--- src/rtl/wb_queue.sv ---
// Write-back queue: collects ALU and load completions into a small circular
// FIFO and drains one entry per cycle into the register-file write port.
// Also answers a hazard query: "is a write to register X still pending?".
`timescale 1ns/1ps
module wb_queue #(
    parameter int DEPTH = 4
) (
    input  logic                     clk,
    input  logic                     rst,
    input  logic                     alu_valid,
    input  logic [3:0]               alu_dest,
    input  logic [31:0]              alu_result,
    input  logic                     mem_valid,
    input  logic [3:0]               mem_dest,
    input  logic [31:0]              mem_result,
    input  logic                     freeze,
    input  logic [3:0]               lookup_src,
    output logic                     in_ready,
    output logic                     write_back_en,
    output logic [3:0]               dest_wb,
    output logic [31:0]              result_wb,
    output logic                     lookup_hit,
    output logic [$clog2(DEPTH):0]   count,
    output logic                     full,
    output logic                     empty,
    output logic                     overflow
);

    localparam int AW = $clog2(DEPTH);
    localparam int CW = AW + 1;

    typedef struct packed {
        logic [3:0]  dest;
        logic [31:0] result;
    } entry_t;

    entry_t          ent_q [DEPTH];
    entry_t          ent_d [DEPTH];
    logic [AW-1:0]   head_q, head_d;
    logic [AW-1:0]   tail_q, tail_d;
    logic [CW-1:0]   count_q, count_d;
    logic            wb_en_q, wb_en_d;
    logic [3:0]      dest_wb_q, dest_wb_d;
    logic [31:0]     result_wb_q, result_wb_d;
    logic            ovf_q, ovf_d;

    logic            mem_acc;
    logic            alu_acc;
    logic            pop;
    logic [AW-1:0]   wr_ptr;

    // Space check uses only the current occupancy; a same-cycle pop does not
    // free a slot for this edge's pushes.
    assign in_ready = (count_q <= CW'(DEPTH - 2));
    assign mem_acc  = mem_valid & in_ready;
    assign alu_acc  = alu_valid & in_ready;
    // Pop decision looks at occupancy before this edge's pushes, so an entry
    // never leaves on the edge it arrives.
    assign pop      = (count_q != '0) & ~freeze;

    assign count         = count_q;
    assign full          = (count_q == CW'(DEPTH));
    assign empty         = (count_q == '0);
    assign overflow      = ovf_q;
    assign write_back_en = wb_en_q;
    assign dest_wb       = dest_wb_q;
    assign result_wb     = result_wb_q;

    // Next-state: push (load first, it is older), pop head into write port.
    always_comb begin
        for (int i = 0; i < DEPTH; i++) ent_d[i] = ent_q[i];
        head_d      = head_q;
        wr_ptr      = tail_q;
        wb_en_d     = 1'b0;
        dest_wb_d   = dest_wb_q;
        result_wb_d = result_wb_q;

        if (pop) begin
            wb_en_d     = 1'b1;
            dest_wb_d   = ent_q[head_q].dest;
            result_wb_d = ent_q[head_q].result;
            head_d      = head_q + AW'(1);
        end

        if (mem_acc) begin
            ent_d[wr_ptr] = '{dest: mem_dest, result: mem_result};
            wr_ptr        = wr_ptr + AW'(1);
        end
        if (alu_acc) begin
            ent_d[wr_ptr] = '{dest: alu_dest, result: alu_result};
            wr_ptr        = wr_ptr + AW'(1);
        end
        tail_d = wr_ptr;

        count_d = count_q + CW'(mem_acc) + CW'(alu_acc) - CW'(pop);
        ovf_d   = ovf_q | ((alu_valid | mem_valid) & ~in_ready);
    end

    // Hazard query over occupied slots plus the entry on the write port now.
    always_comb begin
        logic [AW-1:0] off;
        lookup_hit = wb_en_q && (dest_wb_q == lookup_src);
        for (int i = 0; i < DEPTH; i++) begin
            off = AW'(i) - head_q;
            if (({1'b0, off} < count_q) && (ent_q[i].dest == lookup_src))
                lookup_hit = 1'b1;
        end
    end

    // State registers; reset flushes everything, including queued entries.
    always_ff @(posedge clk or posedge rst) begin
        if (rst) begin
            for (int i = 0; i < DEPTH; i++) ent_q[i] <= '0;
            head_q      <= '0;
            tail_q      <= '0;
            count_q     <= '0;
            wb_en_q     <= 1'b0;
            dest_wb_q   <= '0;
            result_wb_q <= '0;
            ovf_q       <= 1'b0;
        end else begin
            for (int i = 0; i < DEPTH; i++) ent_q[i] <= ent_d[i];
            head_q      <= head_d;
            tail_q      <= tail_d;
            count_q     <= count_d;
            wb_en_q     <= wb_en_d;
            dest_wb_q   <= dest_wb_d;
            result_wb_q <= result_wb_d;
            ovf_q       <= ovf_d;
        end
    end

endmodule

--- config.mk ---
export PLATFORM = sky130hd
export DESIGN_NAME = wb_queue
export DESIGN_NICKNAME = d
export VERILOG_FILES = /design/src/rtl/wb_queue.sv
export SDC_FILE = /design/constraint.sdc
export NUM_CORES = 1
export LEC_CHECK = 0
export CAP_MARGIN = 10
export CORE_MARGIN = 2
export CORE_UTILIZATION = 50
export CTS_CLUSTER_DIAMETER = 40
export DETAILED_ROUTE_END_ITERATION = 12
export PLACE_DENSITY = 0.73
export REMOVE_ABC_BUFFERS = 1
export SETUP_SLACK_MARGIN = 0.3
export SLEW_MARGIN = 20
export SYNTH_ARGS = -nofsm -noshare
export SYNTH_HDL_FRONTEND = slang
export SYNTH_SLANG_ARGS = --single-unit
--- constraint.sdc ---
create_clock -name clk -period 10.7 [get_ports clk]
set_clock_uncertainty 0.1 [all_clocks]
set_input_delay 2.14 -clock clk [delete_from_list [all_inputs] [get_ports clk]]
set_output_delay 2.14 -clock clk [all_outputs]
set_load 0.005 [all_outputs]
==> results of run 1 <==
per-layer routing:
layer	track usage, %	up-vias
met5	0	-
met4	7.740	0
met2	40.92	343
met3	4.158	27
met1	35.57	3810
li1	-	3615
cells in the mapped netlist:
cell type | instances | area share [%]
nand2_1 | 292 | 11
dfrtp_1 | 189 | 49
nor2_1 | 148 | 5.7
a31oi_1 | 144 | 9.3
buf_2 | 53 | 2.7
mux2_2 | 36 | 4.2
mux4_2 | 36 | 8.4
xor2_1 | 20 | 1.8
inv_1 | 17 | 0.66
ha_1 | 14 | 1.8
clkbuf_1 | 8 | 0.31
a21oi_1 | 6 | 0.31
buf_8 | 6 | 0.93
buf_1 | 5 | 0.19
o21ai_0 | 5 | 0.26
buf_6 | 4 | 0.46
nand2_2 | 4 | 0.26
nand3_2 | 4 | 0.41
nor4_1 | 4 | 0.26
nor3_1 | 3 | 0.15
xnor2_1 | 3 | 0.27
and2_1 | 2 | 0.13
and2_4 | 2 | 0.18
fa_1 | 2 | 0.41
a21o_1 | 1 | 0.077
a222oi_1 | 1 | 0.10
nand4_1 | 1 | 0.065
nor3b_2 | 1 | 0.13
o21a_2 | 1 | 0.090
o21bai_1 | 1 | 0.077
o22ai_1 | 1 | 0.065
or2_1 | 1 | 0.065
or2b_1 | 1 | 0.077
power by group:
| part | total (mW) | internal, mW | leakage [nW] | switching [mW] |
|---|---|---|---|---|
| Clock | 0.597 | 0.324 | 0.262 | 0.273 |
| Combinational | 1.48 | 0.791 | 2.45 | 0.685 |
| Sequential | 1.37 | 1.10 | 2.23 | 0.268 |
stage by stage:
| stage | cell area, sq um | utilization (%) | setup WS, ns |
|---|---|---|---|
| finish | 11430 | 60.72 | 4.444 |
| floorplan | 9241 | - | 3.318 |
| CTS | 11430 | 60.72 | 4.463 |
| global placement | 10890 | 57.85 | 4.514 |
| global route | 11430 | 60.72 | 4.296 |
| detailed placement | 10890 | 57.85 | 4.482 |
worst paths after layout:
check / slack, ns / cells past startpoint / to / startpoint
setup / recovery: 4.44 / 7 / lookup_hit / lookup_src[2]
hold / removal: 0.38 / 1 / overflow / overflow
setup reg to reg: 7.66 / 11 / ent_q[3] / count[1]
hold reg to reg: 0.38 / 1 / overflow / overflow
max in group asynchronous: 6.91 / 3 / ent_q[4] / rst
min in group asynchronous: 2.17 / 2 / result_wb[19] / rst
registers in the layout, indices dropped and copies added, names as in the netlist:
register and flops:
ent_q 144, result_wb 32, dest_wb 4, count 3
head_q 2, tail_q 2, overflow 1, write_back_en 1
logic make-up (layout without fill, tap and decap cells):
| group | Yosys count | after routing |
|---|---|---|
| AO/OA/AOI/OAI | 160 | 160 |
| XOR/XNOR | 23 | 23 |
| adder cells (fa/ha/maj) | 16 | 16 |
| buffers and inverters | 93 | 180 |
| flip-flops | 189 | 189 |
| multiplexers | 72 | 72 |
| AND/OR/NAND/NOR | 463 | 463 |
area by class of cell:
cell class              instances  share of cell area, %
well taps                     260                  2.845
flip-flops and latches        189                  41.41
clock buffers                  20                  3.906
clock inverters                11                 0.8316
inverters                      17                 0.6237
repair buffers                132                  11.40
multi-input cells             734                  38.99
worst max-delay path, delay by kind of cell:
kind,cells,cell delay [ns]
AO/OA/AOI/OAI,2,0.23
buffers and inverters,2,1.04
XOR/XNOR,1,0.20
AND/OR/NAND/NOR,2,0.41
==> flow_summary.json, run 1 <==
{
  "routed-wl-met2_um": 12210,
  "drv_slew": 0,
  "drt_first_iter_violations": 728,
  "synthDistinctLibCells": 33,
  "clock_buffer_count_from_cts": 17,
  "worst_skew_pair.late_latency_ns": 0.43,
  "number_of_setup_buffers_added_after_cts": 0,
  "final.fill_count": 1602,
  "worst_ep_arrival_time_ns": 4.02,
  "mostFrequentLayoutCells": "nand2_1, dfrtp_1, nor2_1",
  "critical-path-max-stage-delay_ns": 0.55,
  "fp.dieArea_sq_um": 20510,
  "cell_type_of_the_slowest_stage_on_the_worst_timing_path": "clkdlybuf4s50_1",
  "grt_start_max_net_pins": 124,
  "cp-start-kind": "primary input",
  "synthesis.instances": 1016,
  "vias_per_cell": 5.719,
  "grt_first_pass_wirelength_um": 40280,
  "area_growth_pct": 18.00,
  "rows": 50,
  "hold_viol_final": 0,
  "synth-adder-area-share_pct": 2.221,
  "worst_path_required_ns": 8.46,
  "floorplan.initialDensity_pct": 51.46,
  "fraction_of_synthesized_cell_area_in_xor_and_xnor_cells_pct": 2.079,
  "cp_common_cell": "clkdlybuf4s50_1",
  "ff_latch_area_sq_um": 4735,
  "drive_gt1_share_pct": 11.42,
  "via_count": 7795,
  "multi_input_comb_area_sq_um": 4458,
  "hold_ws_ns": 0.3819,
  "mux_cell_area_share_after_synthesis_pct": 12.55,
  "first_pass_iters": 6,
  "post_drt_wl_per_cell_um": 18.49,
  "combinational_family_with_the_most_area_after_synthesis": "simple AND/OR/NAND/NOR gates",
  "met3WireLength_um": 1819,
  "timing.critical_path.cells": "clkdlybuf4s50_1 -> xor2_1 -> nor4_1 -> o21ai_0 -> nand4_1 -> a21o_1 -> clkdlybuf4s50_1",
  "yosysWarnings": 0,
  "transition_time_of_the_tightest_slew_check_pin_ns": 0.9781,
  "finalNonFillerCells": 1363,
  "cellPowerDensity_nw_per_um2": 301.0,
  "cts_buffer_depth": 2,
  "drt_drc_violations_left": 0,
  "netlist_area_sq_um": 9691,
  "rsz0062_at_grt": "no",
  "count_of_placed_standard_cells_including_taps": 1332,
  "layout_commonest_cell": "nand2_1",
  "finalPower_mw": 3.442,
  "cts.sink_count": 189,
  "die_w_um": 143.2,
  "worstPathMaxFanout": 5,
  "criticalPathCategory": "in2out",
  "complex_gate_fraction_of_the_synthesized_area_pct": 10.28,
  "cts.reportedPaths.clkPinSlew_ns": 0.06,
  "drv_cap": 0,
  "post_cts_resize_count": 0,
  "placeableCoreArea_sq_um": 18830,
  "final_min_period_over_clock_period_pct": 58.46,
  "worst_hold_path_class": "reg2reg",
  "syn_avg_cell_area_sq_um": 9.538,
  "cts_hold_buffers": 0,
  "leakagePower_nw": 4.947,
  "vias_in_the_first_global_route": 7499,
  "finalCriticalPeriod_ns": 6.256,
  "ant_nets": 0,
  "post_synthesis_sequential_element_count": 189,
  "top_signal_layer_used": "met4",
  "dp_hpwl_um": 14090,
  "antenna_cells_inserted": 0,
  "route.final.wire_length_um": 25200,
  "placement.io_buffers": 125,
  "fmax_mhz": 159.9,
  "outcome": "complete, no violations",
  "endpoints_failing_setup": 0,
  "cp-end-kind": "output port",
  "synth_seq_area_share_pct": 48.81,
  "htree_num_levels": 4,
  "gp_congestion": 0.7598,
  "m1WireLength_um": 10850,
  "count_of_boundary_i_o_pins": 126,
  "fin_nets": 1188,
  "grt.total_usage_pct": 25.37,
  "grt_antenna_before_repair": 0,
  "die_h_um": 143.2,
  "worst_slew_margin_rel_pct": 34.57,
  "globalRoute.totalOverflow": 0,
  "totalNegativeSetupSlack_ns": 0,
  "cts_tree": "done",
  "cts.root.buffer_cell": "clkbuf_16",
  "vdd_ir_drop_max_v": 0.0001308,
  "share_of_synthesized_cell_area_in_and_or_nand_and_nor_gates_pct": 18.77
}
No activity file was read; power rests on OpenSTA's default activity.
==> run 2, diff against run 1 <==
clock period = 6.3 ns   (was 10.7 ns; I/O delays follow)
==> run 2 against run 1 <==
- largest power group unchanged
- clock power is 84% higher
- power up 73%
- register-to-register slack worse by 4.8 ns
- setup slack lost 2.6 ns
- critical path depth did not move
==> flow_summary.json, run 2 (synthesis results as in run 1) <==
{
  "area_growth_pct": 18.62,
  "grt_start_max_net_pins": 105,
  "worst_path_required_ns": 4.94,
  "finalPower_mw": 5.956,
  "cts.reportedPaths.clkPinSlew_ns": 0.07,
  "antenna_cells_inserted": 0,
  "cellPowerDensity_nw_per_um2": 518.2,
  "drt_drc_violations_left": 0,
  "fin_nets": 1189,
  "worst_hold_path.num_cells": 1,
  "r2r_slack_ns": 2.87,
  "cts.sink_count": 189,
  "clock_buffer_count_from_cts": 17,
  "transition_time_of_the_tightest_slew_check_pin_ns": 1.035,
  "net-switching-power_mw": 2.138,
  "regMostFlops": "ent_q",
  "vias_in_the_first_global_route": 7756,
  "vias_per_cell": 5.779,
  "final_min_period_over_clock_period_pct": 70.62,
  "rows": 50,
  "finalCriticalPeriod_ns": 4.449,
  "worst_ep_arrival_time_ns": 3.09,
  "post_drt_wl_per_cell_um": 18.95,
  "comb_power_share_pct": 42.3,
  "post_cts_resize_count": 0,
  "final.fill_count": 1556,
  "fin_util_pct": 61.04,
  "number_of_setup_buffers_added_after_cts": 0,
  "drt_first_iter_violations": 848,
  "grt_antenna_before_repair": 0,
  "drv_slew": 0,
  "htree_num_levels": 4,
  "worstPathMaxFanout": 5,
  "placement.io_buffers": 125,
  "endpoints_failing_setup": 0,
  "dp_hpwl_um": 14690,
  "grt.total_usage_pct": 26.21,
  "cts.root.buffer_cell": "clkbuf_16",
  "die_h_um": 143.2,
  "leakagePower_nw": 4.975,
  "drv_cap": 0,
  "vdd_ir_drop_max_v": 0.0002598,
  "route.final.wire_length_um": 25870,
  "cp-end-kind": "output port",
  "reg2reg_depth": 10,
  "layout_commonest_cell": "nand2_1",
  "fmax_mhz": 224.8,
  "criticalPathCategory": "in2out",
  "gp_congestion": 0.7866,
  "worst_hold_path_class": "reg2reg",
  "via_count": 7888,
  "cts_hold_buffers": 0,
  "count_of_boundary_i_o_pins": 126,
  "first_pass_iters": 5,
  "placeableCoreArea_sq_um": 18830,
  "fp.dieArea_sq_um": 20510,
  "worst_skew_pair.late_latency_ns": 0.44,
  "cp-start-kind": "primary input",
  "mostFrequentLayoutCells": "nand2_1, dfrtp_1, nor2_1",
  "hold_viol_final": 0,
  "power_frac_clock_pct": 18.5,
  "cts_buffer_depth": 2,
  "floorplan.initialDensity_pct": 51.46,
  "ant_nets": 0,
  "globalRoute.totalOverflow": 0,
  "worst_slew_margin_rel_pct": 30.76,
  "die_w_um": 143.2,
  "rsz0062_at_grt": "no",
  "outcome": "complete, no violations",
  "cts_tree": "done",
  "power_report.internal_total_mw": 3.818,
  "grt_first_pass_wirelength_um": 41340,
  "power_frac_seq_pct": 39.2,
  "drive_gt1_share_pct": 11.76,
  "max_ffs_per_register": 144,
  "netSwitchingFraction_pct": 35.90
}
[run 2: cell count changes in the layout (fill, tap and decap cells not counted)]
| cell | delta |
|---|---|
| clkinv_2 | -2 |
| clkbuf_8 | +1 |
| clkinv_4 | +3 |
| clkbuf_1 | -2 |
| bufinv_16 | +1 |
| buf_4 | +1 |
[run 2: area by class of cell]
class | count | area (sq um) | share of cell area (%)
Tap cell | 260 | 325.3 | 2.830
Sequential cell | 189 | 4735 | 41.19
Timing Repair Buffer | 133 | 1311 | 11.41
Clock buffer | 19 | 452.9 | 3.940
Clock inverter | 13 | 141.4 | 1.230
Multi-Input combinational cell | 734 | 4458 | 38.78
Inverter | 17 | 71.32 | 0.6204
[run 2: final timing paths]
| path | start | endpoint |
|---|---|---|
| max in group asynchronous | rst | ent_q[53] |
| worst min-delay path | overflow | overflow |
| worst min register to register | overflow | overflow |
| worst max register to register | count[1] | ent_q[74] |
| worst max-delay path | lookup_src[0] | lookup_hit |
| min in group asynchronous | rst | result_wb[19] |
[run 2: worst max-delay path, cell delays in order]
cell and delay (ns):
clkdlybuf4s50_1 0.55, xor2_1 0.21, nor4_1 0.26, o21ai_0 0.12, nand4_1 0.11, a21o_1 0.09
clkdlybuf4s50_1 0.49
[run 2: through the flow]
step / instance area [sq um] / TNS, ns / hold WS (ns) / std cells / worst slack (ns)
6_report: 11490 / 0 / 0.3817 / 1365 / 1.851
5_1_grt: 11490 / 0 / 0.3955 / 1365 / 1.666
3_3_place_gp: 10900 / 0 / 0.3636 / 1333 / 1.907
3_5_place_dp: 10900 / 0 / 0.3702 / 1333 / 1.879
4_1_cts: 11490 / 0 / 0.3855 / 1365 / 1.856
2_1_floorplan: 9241 / -38.20 / 0.3678 / 940 / -0.2021
[run 2: power groups by stage]
| stage | Clock, mW | Combinational [mW] | Sequential (mW) |
|---|---|---|---|
| final | 1.10 | 2.52 | 2.33 |
| after detailed placement | 0 | 2.52 | 2.35 |
| after CTS | 1.11 | 2.52 | 2.33 |
| after global placement | 0 | 2.44 | 2.33 |
| after global routing | 1.16 | 2.79 | 2.41 |
| after floorplan | 0 | 1.70 | 2.25 |
[run 2: layer usage]
layer | GRT usage, % | share of wire [%] | vias up
li1 | - | - | 3623
met1 | 35.27 | 42 | 3880
met2 | 43.31 | 49 | 357
met3 | 4.963 | 8.0 | 28
met4 | 8.256 | 1.2 | 0
met5 | 0 | 0 | -
==> run 3, diff against run 2 <==
PLACE_DENSITY = 0.76   (was 0.73)
clock period = 4.05 ns   (was 6.3 ns; I/O delays follow)
==> run 3 against run 2 <==
- sequential power is 52% higher
- non-clock buffer count is 3 higher
- critical path type unchanged
- setup slack worse by 1.5 ns
- clock power is 55% higher
==> flow_summary.json, run 3 (synthesis results as in run 1) <==
{
  "outcome": "complete, no violations",
  "critical_path_buf_inv_count": 2,
  "grt_start_max_net_pins": 90,
  "clock_buffer_count_from_cts": 17,
  "fmax_mhz": 273.1,
  "worst_hold_path_class": "reg2reg",
  "die_h_um": 143.2,
  "floorplan.initialDensity_pct": 51.46,
  "worst_slew_margin_rel_pct": 36.83,
  "cts_tree": "done",
  "m1WireLength_um": 10960,
  "fin_nets": 1192,
  "final.fill_count": 1546,
  "hold_viol_final": 0,
  "fp.dieArea_sq_um": 20510,
  "vias_in_the_first_global_route": 7814,
  "post_cts_resize_count": 0,
  "drt_first_iter_violations": 805,
  "count_of_boundary_i_o_pins": 126,
  "hold_ws_ns": 0.3795,
  "first_pass_iters": 8,
  "htree_num_levels": 4,
  "cts_buffer_depth": 2,
  "drv_slew": 0,
  "post_drt_wl_per_cell_um": 19.03,
  "drive_gt1_share_pct": 11.73,
  "cp-start-kind": "primary input",
  "cp_top_family": "buffers and inverters",
  "via_count": 7931,
  "cp-end-kind": "output port",
  "top_signal_layer_used": "met4",
  "cell_type_of_the_slowest_stage_on_the_worst_timing_path": "clkdlybuf4s50_1",
  "transition_time_of_the_tightest_slew_check_pin_ns": 0.9442,
  "final_min_period_over_clock_period_pct": 90.41,
  "cts.sink_count": 189,
  "routed-wl-met2_um": 12880,
  "fin_util_pct": 61.49,
  "leakagePower_nw": 5.019,
  "cellPowerDensity_nw_per_um2": 805.3,
  "cts.reportedPaths.clkPinSlew_ns": 0.07,
  "gp_congestion": 0.8038,
  "worst_skew_pair.late_latency_ns": 0.44,
  "area_growth_pct": 19.48,
  "max_ffs_per_register": 144,
  "dp_hpwl_um": 14940,
  "rsz0062_at_grt": "no",
  "route.final.wire_length_um": 26030,
  "cts.root.buffer_cell": "clkbuf_16",
  "finalNonFillerCells": 1368,
  "timing.critical_path.cells": "clkdlybuf4s50_1 -> xor2_1 -> nor4_1 -> o21ai_0 -> nand4_1 -> a21o_1 -> clkdlybuf4s50_1",
  "antenna_cells_inserted": 0,
  "die_w_um": 143.2,
  "criticalPathCategory": "in2out",
  "vdd_ir_drop_max_v": 0.0004084,
  "fin_area_sq_um": 11580,
  "drt_drc_violations_left": 0,
  "finalCriticalPeriod_ns": 3.661,
  "post_dp_cell_area_sq_um": 11000,
  "globalRoute.totalOverflow": 0,
  "rows": 50,
  "mostFrequentLayoutCells": "nand2_1, dfrtp_1, nor2_1",
  "placeableCoreArea_sq_um": 18830,
  "vias_per_cell": 5.798,
  "placement.io_buffers": 125,
  "ant_nets": 0,
  "met3WireLength_um": 1747,
  "worstPathMaxFanout": 5,
  "grt_antenna_before_repair": 0,
  "worst_path_required_ns": 3.14,
  "count_of_placed_standard_cells_including_taps": 1336,
  "endpoints_failing_setup": 0,
  "cp_common_cell": "clkdlybuf4s50_1",
  "grt.total_usage_pct": 26.32,
  "number_of_setup_buffers_added_after_cts": 0,
  "cts_hold_buffers": 0,
  "regMostFlops": "ent_q",
  "critical-path-max-stage-delay_ns": 0.55,
  "drv_cap": 0,
  "layout_commonest_cell": "nand2_1",
  "grt_first_pass_wirelength_um": 41390,
  "worst_ep_arrival_time_ns": 2.75
}
run 3: cell types whose count changed in the layout (fill, tap and decap cells not counted), sizes merged:
| cell | delta |
|---|---|
| clkinv | -1 |
| buf | +3 |
| inv | -1 |
| bufinv | +1 |
| clkbuf | +1 |
run 3: final timing paths:
path | slack (ns) | depth (start not counted) | to | start
worst max-delay path | 0.39 | 7 | lookup_hit | lookup_src[1]
worst min-delay path | 0.38 | 1 | overflow | overflow
worst max register to register | 1.28 | 11 | ent_q[54] | count[1]
worst min register to register | 0.38 | 1 | overflow | overflow
max in group asynchronous | 2.33 | 3 | ent_q[98] | rst
min in group asynchronous | 0.77 | 2 | result_wb[19] | rst
run 3: area by class of cell:
| cell class | count | area (sq um) | share of cell area [%] |
|---|---|---|---|
| Tap cell | 260 | 325.3 | 2.810 |
| Multi-Input combinational cell | 734 | 4458 | 38.50 |
| Clock inverter | 12 | 146.4 | 1.264 |
| Inverter | 17 | 71.32 | 0.6160 |
| Timing Repair Buffer | 136 | 1409 | 12.17 |
| Clock buffer | 20 | 436.7 | 3.771 |
| Sequential cell | 189 | 4732 | 40.87 |
run 3: metal layers:
layer | GRT usage, % | vias up
met4 | 9.082 | 0
met5 | 0 | -
met3 | 3.789 | 37
li1 | - | 3626
met1 | 35.91 | 3912
met2 | 43.47 | 356
run 3: metrics by stage:
stage | TNS, ns | total power [mW] | worst slack, ns
after floorplan | -378.40 | 6.134 | -2.002
after global placement | 0 | 7.418 | 0.5462
after detailed placement | 0 | 7.620 | 0.4228
after CTS | 0 | 9.333 | 0.4123
after global routing | 0 | 9.964 | 0.3530
final | 0 | 9.324 | 0.3885
run 3: power by group:
| part | switching [mW] | internal [mW] |
|---|---|---|
| sequential | 0.638 | 2.91 |
| combinational | 1.95 | 2.13 |
| clock | 0.740 | 0.966 |
| total | 3.33 | 6.00 |
